$ cat config.mk
export PLATFORM = sky130hd
export DESIGN_NAME = ifu_fetch
export DESIGN_NICKNAME = d
export VERILOG_FILES = /design/src/rtl/ifu_fetch_pkg.sv /design/src/rtl/ifu_fetch_if_id_reg.sv /design/src/rtl/ifu_fetch.sv
export SDC_FILE = /design/constraint.sdc
export NUM_CORES = 1
export LEC_CHECK = 0
export ABC_AREA = 1
export CAP_MARGIN = 10
export CELL_PAD_IN_SITES_DETAIL_PLACEMENT = 1
export CELL_PAD_IN_SITES_GLOBAL_PLACEMENT = 2
export CORE_UTILIZATION = 31
export CTS_BUF_LIST = sky130_fd_sc_hd__clkbuf_4 sky130_fd_sc_hd__clkbuf_8
export CTS_CLUSTER_DIAMETER = 80
export DETAILED_ROUTE_END_ITERATION = 8
export PLACE_DENSITY = 0.95
export SYNTH_ARGS = -nofsm -noshare
export SYNTH_HDL_FRONTEND = slang
export SYNTH_HIERARCHICAL = 1
export SYNTH_SLANG_ARGS = --single-unit
$ cat constraint.sdc
create_clock -name clk -period 4.35 [get_ports clk]
set_input_delay 0.87 -clock clk [delete_from_list [all_inputs] [get_ports clk]]
set_output_delay 0.87 -clock clk [all_outputs]
set_load 0.005 [all_outputs]
$ cat src/rtl/ifu_fetch_pkg.sv
// rtl/ifu_fetch_pkg.sv - shared constants and FSM encoding for the fetch stage
package ifu_fetch_pkg;

  localparam logic [31:0] DEF_RESET_PC  = 32'h0000_3000;
  localparam logic [31:0] DEF_NOP_INSTR = 32'h0000_0000;
  localparam logic [31:0] WORD_BYTES    = 32'd4;

  typedef enum logic [1:0] {
    ST_REQ  = 2'd0,
    ST_WAIT = 2'd1,
    ST_HOLD = 2'd2
  } fetch_state_t;

endpackage

$ cat src/rtl/ifu_fetch_if_id_reg.sv
// rtl/ifu_fetch_if_id_reg.sv - IF/ID pipeline register with stall hold and bubble insertion
// Optional IFU_ALIGN_CHECK_EN adds the address-error flag.
module ifu_fetch_if_id_reg
  import ifu_fetch_pkg::*;
#(
  parameter logic [31:0] NOP_INSTR = DEF_NOP_INSTR
) (
  input  logic        clk,
  input  logic        reset,
  input  logic        stall,
  input  logic        load,
  input  logic [31:0] instr,
  input  logic [31:0] pc,
  input  logic [31:0] pc4,
`ifdef IFU_ALIGN_CHECK_EN
  input  logic        adel,
  output logic        id_adel,
`endif
  output logic [31:0] id_instr,
  output logic [31:0] id_pc,
  output logic [31:0] id_pc4,
  output logic        id_valid
);

  always_ff @(posedge clk) begin
    if (!reset) begin
      id_instr <= NOP_INSTR;
      id_pc    <= '0;
      id_pc4   <= '0;
      id_valid <= 1'b0;
`ifdef IFU_ALIGN_CHECK_EN
      id_adel  <= 1'b0;
`endif
    end else if (!stall) begin
      if (load) begin
        id_instr <= instr;
        id_pc    <= pc;
        id_pc4   <= pc4;
        id_valid <= 1'b1;
`ifdef IFU_ALIGN_CHECK_EN
        id_adel  <= adel;
`endif
      end else begin
        // Bubble keeps the last pc/pc4 so only the instruction and valid move.
        id_instr <= NOP_INSTR;
        id_valid <= 1'b0;
`ifdef IFU_ALIGN_CHECK_EN
        id_adel  <= 1'b0;
`endif
      end
    end
  end

endmodule

$ cat src/rtl/ifu_fetch.sv
// rtl/ifu_fetch.sv - fetch stage: PC, imem handshake FSM, delayed-branch redirect
// Optional IFU_ALIGN_CHECK_EN flags misaligned redirect targets instead of fetching them.
module ifu_fetch
  import ifu_fetch_pkg::*;
#(
  parameter logic [31:0] RESET_PC  = DEF_RESET_PC,
  parameter logic [31:0] NOP_INSTR = DEF_NOP_INSTR
) (
  input  logic        clk,
  input  logic        reset,
  input  logic        stall,
  input  logic        redirect,
  input  logic [31:0] npc_in,
  output logic        imem_req,
  output logic [31:0] imem_addr,
  input  logic        imem_ready,
  input  logic        imem_rvalid,
  input  logic [31:0] imem_rdata,
`ifdef IFU_ALIGN_CHECK_EN
  output logic        id_adel,
`endif
  output logic [31:0] id_instr,
  output logic [31:0] id_pc,
  output logic [31:0] id_pc4,
  output logic        id_valid
);

  fetch_state_t state;
  logic [31:0]  pc, target_buf, skid;
  logic         redirect_pending, discard, adel_pend;
  logic         take_redirect, eff_pending, fetch_done, req_int, bad_target;
  logic [31:0]  npc_m, eff_target, advance_pc, load_instr;

`ifdef IFU_ALIGN_CHECK_EN
  assign npc_m = npc_in;
`else
  assign npc_m = npc_in & ~32'd3;
  assign adel_pend = 1'b0;
`endif

  assign take_redirect = redirect & ~stall;
  // Same-cycle redirect bypasses the buffer so it still targets the fetch after this one.
  assign eff_pending   = take_redirect | redirect_pending;
  assign eff_target    = take_redirect ? npc_m : target_buf;
  assign advance_pc    = eff_pending ? eff_target : pc + WORD_BYTES;
  assign bad_target    = eff_pending & (eff_target[1:0] != 2'b00);

  assign req_int   = (state == ST_REQ) & ~discard & ~adel_pend;
  assign imem_req  = reset & req_int;
  assign imem_addr = pc;

  always_comb begin
    fetch_done = 1'b0;
    load_instr = imem_rdata;
    if (!stall) begin
      case (state)
        ST_WAIT: fetch_done = imem_rvalid;
        ST_HOLD: begin
          fetch_done = 1'b1;
          load_instr = skid;
        end
        default: begin
          fetch_done = adel_pend;
          load_instr = NOP_INSTR;
        end
      endcase
    end
  end

  always_ff @(posedge clk) begin
    if (!reset) begin
      pc               <= RESET_PC;
      state            <= ST_REQ;
      target_buf       <= '0;
      redirect_pending <= 1'b0;
      skid             <= NOP_INSTR;
      // A response still owed from before reset must be swallowed after release.
      discard          <= ((state == ST_WAIT) | discard) & ~imem_rvalid;
`ifdef IFU_ALIGN_CHECK_EN
      adel_pend        <= 1'b0;
`endif
    end else begin
      if (fetch_done) begin
        pc               <= advance_pc;
        redirect_pending <= 1'b0;
`ifdef IFU_ALIGN_CHECK_EN
        adel_pend        <= bad_target;
`endif
      end else if (take_redirect) begin
        target_buf       <= npc_m;
        redirect_pending <= 1'b1;
      end
      case (state)
        ST_REQ: begin
          if (discard && imem_rvalid) discard <= 1'b0;
          if (req_int && imem_ready) state <= ST_WAIT;
        end
        ST_WAIT: begin
          if (imem_rvalid) begin
            if (stall) begin
              skid  <= imem_rdata;
              state <= ST_HOLD;
            end else begin
              state <= ST_REQ;
            end
          end
        end
        ST_HOLD: if (!stall) state <= ST_REQ;
        default: state <= ST_REQ;
      endcase
    end
  end

  ifu_fetch_if_id_reg #(.NOP_INSTR(NOP_INSTR)) u_if_id (
    .clk      (clk),
    .reset    (reset),
    .stall    (stall),
    .load     (fetch_done),
    .instr    (load_instr),
    .pc       (pc),
    .pc4      (pc + WORD_BYTES),
`ifdef IFU_ALIGN_CHECK_EN
    .adel     (adel_pend),
    .id_adel  (id_adel),
`endif
    .id_instr (id_instr),
    .id_pc    (id_pc),
    .id_pc4   (id_pc4),
    .id_valid (id_valid)
  );

`ifndef IFU_ALIGN_CHECK_EN
  logic unused_ok;
  assign unused_ok = bad_target;
`endif

endmodule

# ---- After elaboration in Yosys (flattened, before gate mapping)
# Cells that the tools add are included.
dict set report op_classes {
  n_addsub 1
  eq_ne 7
  n_mux 15
  bitwise 10
  reduce_logical 8
}
# op n
set ops {}
lappend ops {{$mux 32} 3}
lappend ops {{$pmux 32 s2} 1}
lappend ops {{$add 32x3->32 const B} 1}
lappend ops {{$mux 2} 4}
lappend ops {{$ne 2x1->1 const B} 3}
lappend ops {{$pmux 2 s3} 1}
lappend ops {{$reduce_and 3->1} 2}
lappend ops {{$mux 1} 5}
lappend ops {{$and 1x1->1} 4}
lappend ops {{$ne 2x2->1 const B} 2}
lappend ops {{$not 1->1} 4}
lappend ops {{$reduce_and 2->1} 2}
lappend ops {{$eq 2x1->1 const B} 1}
lappend ops {{$eq 2x2->1 const B} 1}
lappend ops {{$logic_and 1x1->1} 2}
lappend ops {{$logic_not 2->1} 1}
lappend ops {{$or 1x1->1} 2}
lappend ops {{$pmux 1 s2} 1}
lappend ops {{$reduce_or 2->1} 1}
dict set report word_totals {
  register_bits 197
  input_bits 70
  output_inout_bits 130
  word_cells 51
}

# ---- Longest topological paths before layout
dict set report depth {
  depth_word 5
  mapped_depth 13
  depth_no_buf 12
}

# ---- Modules after synthesis
# The synthesis kept the hierarchy.
# module instances cells_each area_each_um2 seq_area_each_um2
set modules_own_cells {}
lappend modules_own_cells {ifu_fetch 1 884 5720.5 2011.9}
lappend modules_own_cells {ifu_fetch_if_id_reg 1 561 3918.8 1941.9}

# ---- Least setup slack after synthesis
# No wires, ideal clock.
dict set report synth_timing {
  kind {input -> output}
  from {input port reset}
  to {output port imem_req}
  t_arrival_ns 1.570
  required_time_ns 3.480
  slack_ns 1.910
  path_stages 4
  path_buffers 2
  cell_sequence {inv_1 -> clkbuf_1 -> clkbuf_1 -> nor2_1}
}
dict set report synth_between {
  elab_chain_cells 1
}
# element line
set synth_lines {}
lappend synth_lines {{start: declaration} ifu_fetch.sv:10} ;# input logic reset,
lappend synth_lines {{$and 1x1->1} ifu_fetch.sv:49} ;# assign imem_req = reset & req_int;
lappend synth_lines {{end: declaration} ifu_fetch.sv:14} ;# output logic imem_req,
# Every way passes these cells.

# ---- Worst setup path in the final report
dict set report layout_timing {
  from {register state[1]}
  to {register pc[2], in the netlist imem_addr[2]}
}
dict set report layout_between {
  elab_chain_cells 3
  word_cells_on_any_way 4
  cone_classes {2 x eq/ne; 2 x mux}
}
# element line
set layout_lines {}
lappend layout_lines {{start: declaration} ifu_fetch.sv:28} ;# fetch_state_t state;
lappend layout_lines {{start signal: assignment} ifu_fetch.sv:73} ;# state <= ST_REQ;
lappend layout_lines {{start signal: assignment} ifu_fetch.sv:96} ;# if (req_int && imem_ready) state <= ST_WAIT;
lappend layout_lines {{start signal: assignment} ifu_fetch.sv:102} ;# state <= ST_HOLD;
lappend layout_lines {{$eq 2x2->1 / $eq 2x1->1 (equally long branches)} ifu_fetch.sv:56} ;# case (state)
lappend layout_lines {{$pmux 1 s2 (*)} ifu_fetch.sv:56}
lappend layout_lines {{$mux 1 (*)} ifu_fetch.sv:55} ;# if (!stall) begin
lappend layout_lines {{via fetch_done} ifu_fetch.sv:31} ;# logic take_redirect, eff_pending, fetch_done, req_int, bad_target;
lappend layout_lines {{end signal: assignment} ifu_fetch.sv:84} ;# pc <= advance_pc;
lappend layout_lines {{end: declaration} ifu_fetch.sv:29} ;# logic [31:0] pc, target_buf, skid;
# The timed path passes the listed nets; every way through them passes the cells marked *.
# A chain may end at the register's enable or synchronous reset.

==> results.cfg <==
[routing]
wirelength_um = 33200
detail_route.first_pass.iterations = 4
drc_errors = 0
detailroute.via_count = 9720
first_iter_violations = 554
route.antenna.remaining_nets = 0
wl_per_cell_um = 16.6
via_per_inst = 4.87

[min_path]
min_to = target_buf[0]$_SDFFE_PN0N_
critical_hold_path_startpoint = target_buf[0]$_SDFFE_PN0N_
hold_class = reg -> reg
hold_depth = 2

[yosys]
postSynthNetCount = 1520
syn_area_um2 = 9640
postSynthAreaPerCell_um2 = 6.67
postSynthRegisterBits = 197
synthFlopType = sky130_fd_sc_hd__dfxtp_1
synth.yosys.seq_area_share = 0.410
synth-edff-count = 1
synth_cell_types = 36
synthCells = 1445
synth.top_cell.area_share = 0.407
synth_largest_area_cell = sky130_fd_sc_hd__dfxtp_1
async_flop_share = 0
ys_top_cells_by_area = sky130_fd_sc_hd__dfxtp_1 41%, sky130_fd_sc_hd__nand2_1 16%, sky130_fd_sc_hd__inv_1 6.5%
ys_warn_count = 6

[clock_network]
tritoncts = done
numClockSinks = 197
clk_path_buf_depth = 2
clkLatencyLatePin_ns = 0.49
cts-resized-gates = 0
cts_hold_buf = 0
cts_htree_levels = 4
cts_inserted_buffers = 17
post_cts_repair_timing_setup_buffer_count = 0
clock_tree.root_cell = sky130_fd_sc_hd__clkbuf_8
path_clk_slew_ns = 0.12

[cells_and_area]
design.final.nets = 1663
fill_cells = 3905
drive_above_1_share = 0.0562
flow.area_growth_from_synthesis_pct = 26.8
sequential_cell_area_um2 = 3950
count_of_antenna_diodes_in_the_layout = 0
stdcell_count = 1997
multiInputGateArea_um2 = 4610

[sta]
worst_clk_skew_ns = 0.0396
timing_max_transition_violations_final = 0
worst_slew_margin_rel = 0.280
hold_violations_final = 0
fin_setup_tns_ns = 0
finalWorstPathRequiredPeriod_ns = 3.02
post-route-period-util = 0.695
rsz0062_at_grt = false
setup_violations = 0
worst_pin_slew_ns = 1.08
fmax_ghz = 0.331

[pwr]
power.density_cell_area_nw_per_um2 = 297
vdd_ir_drop_max_v = 0.000166
total_leakage_power_uw = 0.00457

[global_route]
globalRoute.totalOverflow = 0
grt_max_degree = 98
grt_pass1_wl_um = 52400
antenna_found_initial = 0
vias_in_the_first_global_route = 9801
globalRouteTotalUtil = 0.212

[setup_path]
crit-reg2reg-launch = state[1]$_SDFFE_PN0P_
timing.critical_path.required_ns = 4.75
worst-path-max-fanout = 61
crit_path_end_kind = flip-flop
timing.setup.critical_path_class = reg -> reg
timing.reg2reg.worst_path_depth = 9
reg2reg_to = imem_addr[2]$_SDFFE_PN0P_
r2r_slack_ns = 1.33
critical_path_arrival_ns = 3.42
worstSetupStartpointType = flip-flop

[floorplanning]
io-pin-count = 200
die_area_um2 = 31800
placement_rows = 64
core_region_area_um2 = 30600
initial_cell_density_of_the_core = 0.315
die_height_um = 178
chipWidth_um = 178

[status]
run_status = finished clean

[placement]
numPlacedInstances = 1964
place_congestion = 0.818
port_buffers = 197
hpwlAfterDp_um = 22900

[job]
cap_violations = 0
worst max-delay path, cell delays in order (launching register included):
cell and delay [ns]:
sky130_fd_sc_hd__dfxtp_1 0.38, sky130_fd_sc_hd__inv_1 0.09, sky130_fd_sc_hd__ha_1 0.30, sky130_fd_sc_hd__nand2_1 0.07, sky130_fd_sc_hd__inv_2 0.53, sky130_fd_sc_hd__nand2_4 0.38, sky130_fd_sc_hd__clkinv_2 0.18, sky130_fd_sc_hd__buf_4 0.60
sky130_fd_sc_hd__o21ai_0 0.16, sky130_fd_sc_hd__a221oi_1 0.23
layout make-up:
class | count | share of cell area
Sequential cell | 197 | 0.323
Multi-Input combinational cell | 987 | 0.377
Tap cell | 396 | 0.0405
Inverter | 175 | 0.0540
Clock inverter | 14 | 0.0147
Timing Repair Buffer | 210 | 0.170
Clock buffer | 18 | 0.0198
report_power, final:
part | switching (uW) | internal (uW)
clock | 812 | 455
sequential | 27.8 | 1860
combinational | 301 | 176
total | 1140 | 2490
logic make-up after synthesis:
kind of cell / Yosys count / share of synthesized area
AOI/OAI and AO/OA: 256 / 0.141
xor gates and xnor gates: 14 / 0.0158
adders and majority gates: 5 / 0.00649
buffers and inverters: 261 / 0.111
DFF: 197 / 0.410
and+or+nand+nor: 712 / 0.315
worst max-delay path by stage:
stage | startpoint | to | cells after the start
after detailed placement | stall | imem_addr[2]$_SDFFE_PN0P_ | 9
after global routing | state[1]$_SDFFE_PN0P_ | imem_addr[2]$_SDFFE_PN0P_ | 9
after CTS | state[1]$_SDFFE_PN0P_ | imem_addr[2]$_SDFFE_PN0P_ | 9
after global placement | stall | imem_addr[2]$_SDFFE_PN0P_ | 9
final | state[1]$_SDFFE_PN0P_ | imem_addr[2]$_SDFFE_PN0P_ | 9
after floorplan | reset | imem_req | 4
sequential cells by signal, indices dropped and copies added, names as in the netlist, 2 cells and up:
register and flops:
imem_addr 32, skid 32, state 2, target_buf 32, u_if_id/id_instr 32, u_if_id/id_pc 32, u_if_id/id_pc4 32
stage by stage:
| stage | setup WS [ns] | utilization | instance area (um^2) | total power [uW] | hold slack (ns) |
|---|---|---|---|---|---|
| after floorplan | 1.91 | - | 9640 | 2200 | 0.415 |
| after global placement | 1.05 | 0.385 | 11800 | 2390 | 0.425 |
| after detailed placement | 1.03 | 0.385 | 11800 | 2400 | 0.447 |
| after CTS | 1.29 | 0.399 | 12200 | 3680 | 0.464 |
| after global routing | 1.06 | 0.400 | 12200 | 3800 | 0.494 |
| final | 1.33 | 0.400 | 12200 | 3630 | 0.462 |
placed cells by master, fill, tap and decap left out, types with 2 or more instances in the layout:
cell / instances
sky130_fd_sc_hd__nor2_2: 7
sky130_fd_sc_hd__inv_6: 4
sky130_fd_sc_hd__a21oi_1: 92
sky130_fd_sc_hd__clkinv_8: 6
sky130_fd_sc_hd__buf_4: 11
sky130_fd_sc_hd__nor2_4: 7
sky130_fd_sc_hd__inv_8: 2
sky130_fd_sc_hd__o21ai_0: 114
sky130_fd_sc_hd__nand2_4: 6
sky130_fd_sc_hd__nand3_1: 108
sky130_fd_sc_hd__o21bai_1: 2
sky130_fd_sc_hd__ha_1: 5
sky130_fd_sc_hd__buf_2: 2
sky130_fd_sc_hd__nand3b_1: 6
sky130_fd_sc_hd__inv_2: 7
sky130_fd_sc_hd__dfxtp_1: 196
sky130_fd_sc_hd__o22ai_1: 8
sky130_fd_sc_hd__xor2_1: 9
sky130_fd_sc_hd__a22oi_1: 19
sky130_fd_sc_hd__o211ai_1: 3
sky130_fd_sc_hd__clkdlybuf4s50_1: 195
sky130_fd_sc_hd__nor2_1: 162
sky130_fd_sc_hd__nor2_8: 4
sky130_fd_sc_hd__nand2_1: 400
sky130_fd_sc_hd__inv_1: 166
sky130_fd_sc_hd__xor2_2: 4
sky130_fd_sc_hd__o21ai_1: 15
sky130_fd_sc_hd__and2_1: 5
sky130_fd_sc_hd__nand2_2: 5
sky130_fd_sc_hd__clkbuf_8: 17
cell usage after synthesis, types with 8 or more instances:
cell type,number
sky130_fd_sc_hd__a21oi_1,92
sky130_fd_sc_hd__a22oi_1,19
sky130_fd_sc_hd__buf_2,29
sky130_fd_sc_hd__buf_4,10
sky130_fd_sc_hd__clkbuf_1,40
sky130_fd_sc_hd__dfxtp_1,196
sky130_fd_sc_hd__inv_1,167
sky130_fd_sc_hd__nand2_1,400
sky130_fd_sc_hd__nand3_1,108
sky130_fd_sc_hd__nor2_1,162
sky130_fd_sc_hd__o21ai_0,114
sky130_fd_sc_hd__o21ai_1,15
sky130_fd_sc_hd__o22ai_1,8
sky130_fd_sc_hd__xor2_1,9
per-layer routing:
layer	vias to the layer above	track usage	wire, um
li1	4808	-	-
met1	4675	0.254	14300
met2	209	0.375	16400
met3	28	0.0501	1870
met4	0	0.0604	588
met5	-	0	0
No activity file was read; power rests on OpenSTA's default activity.
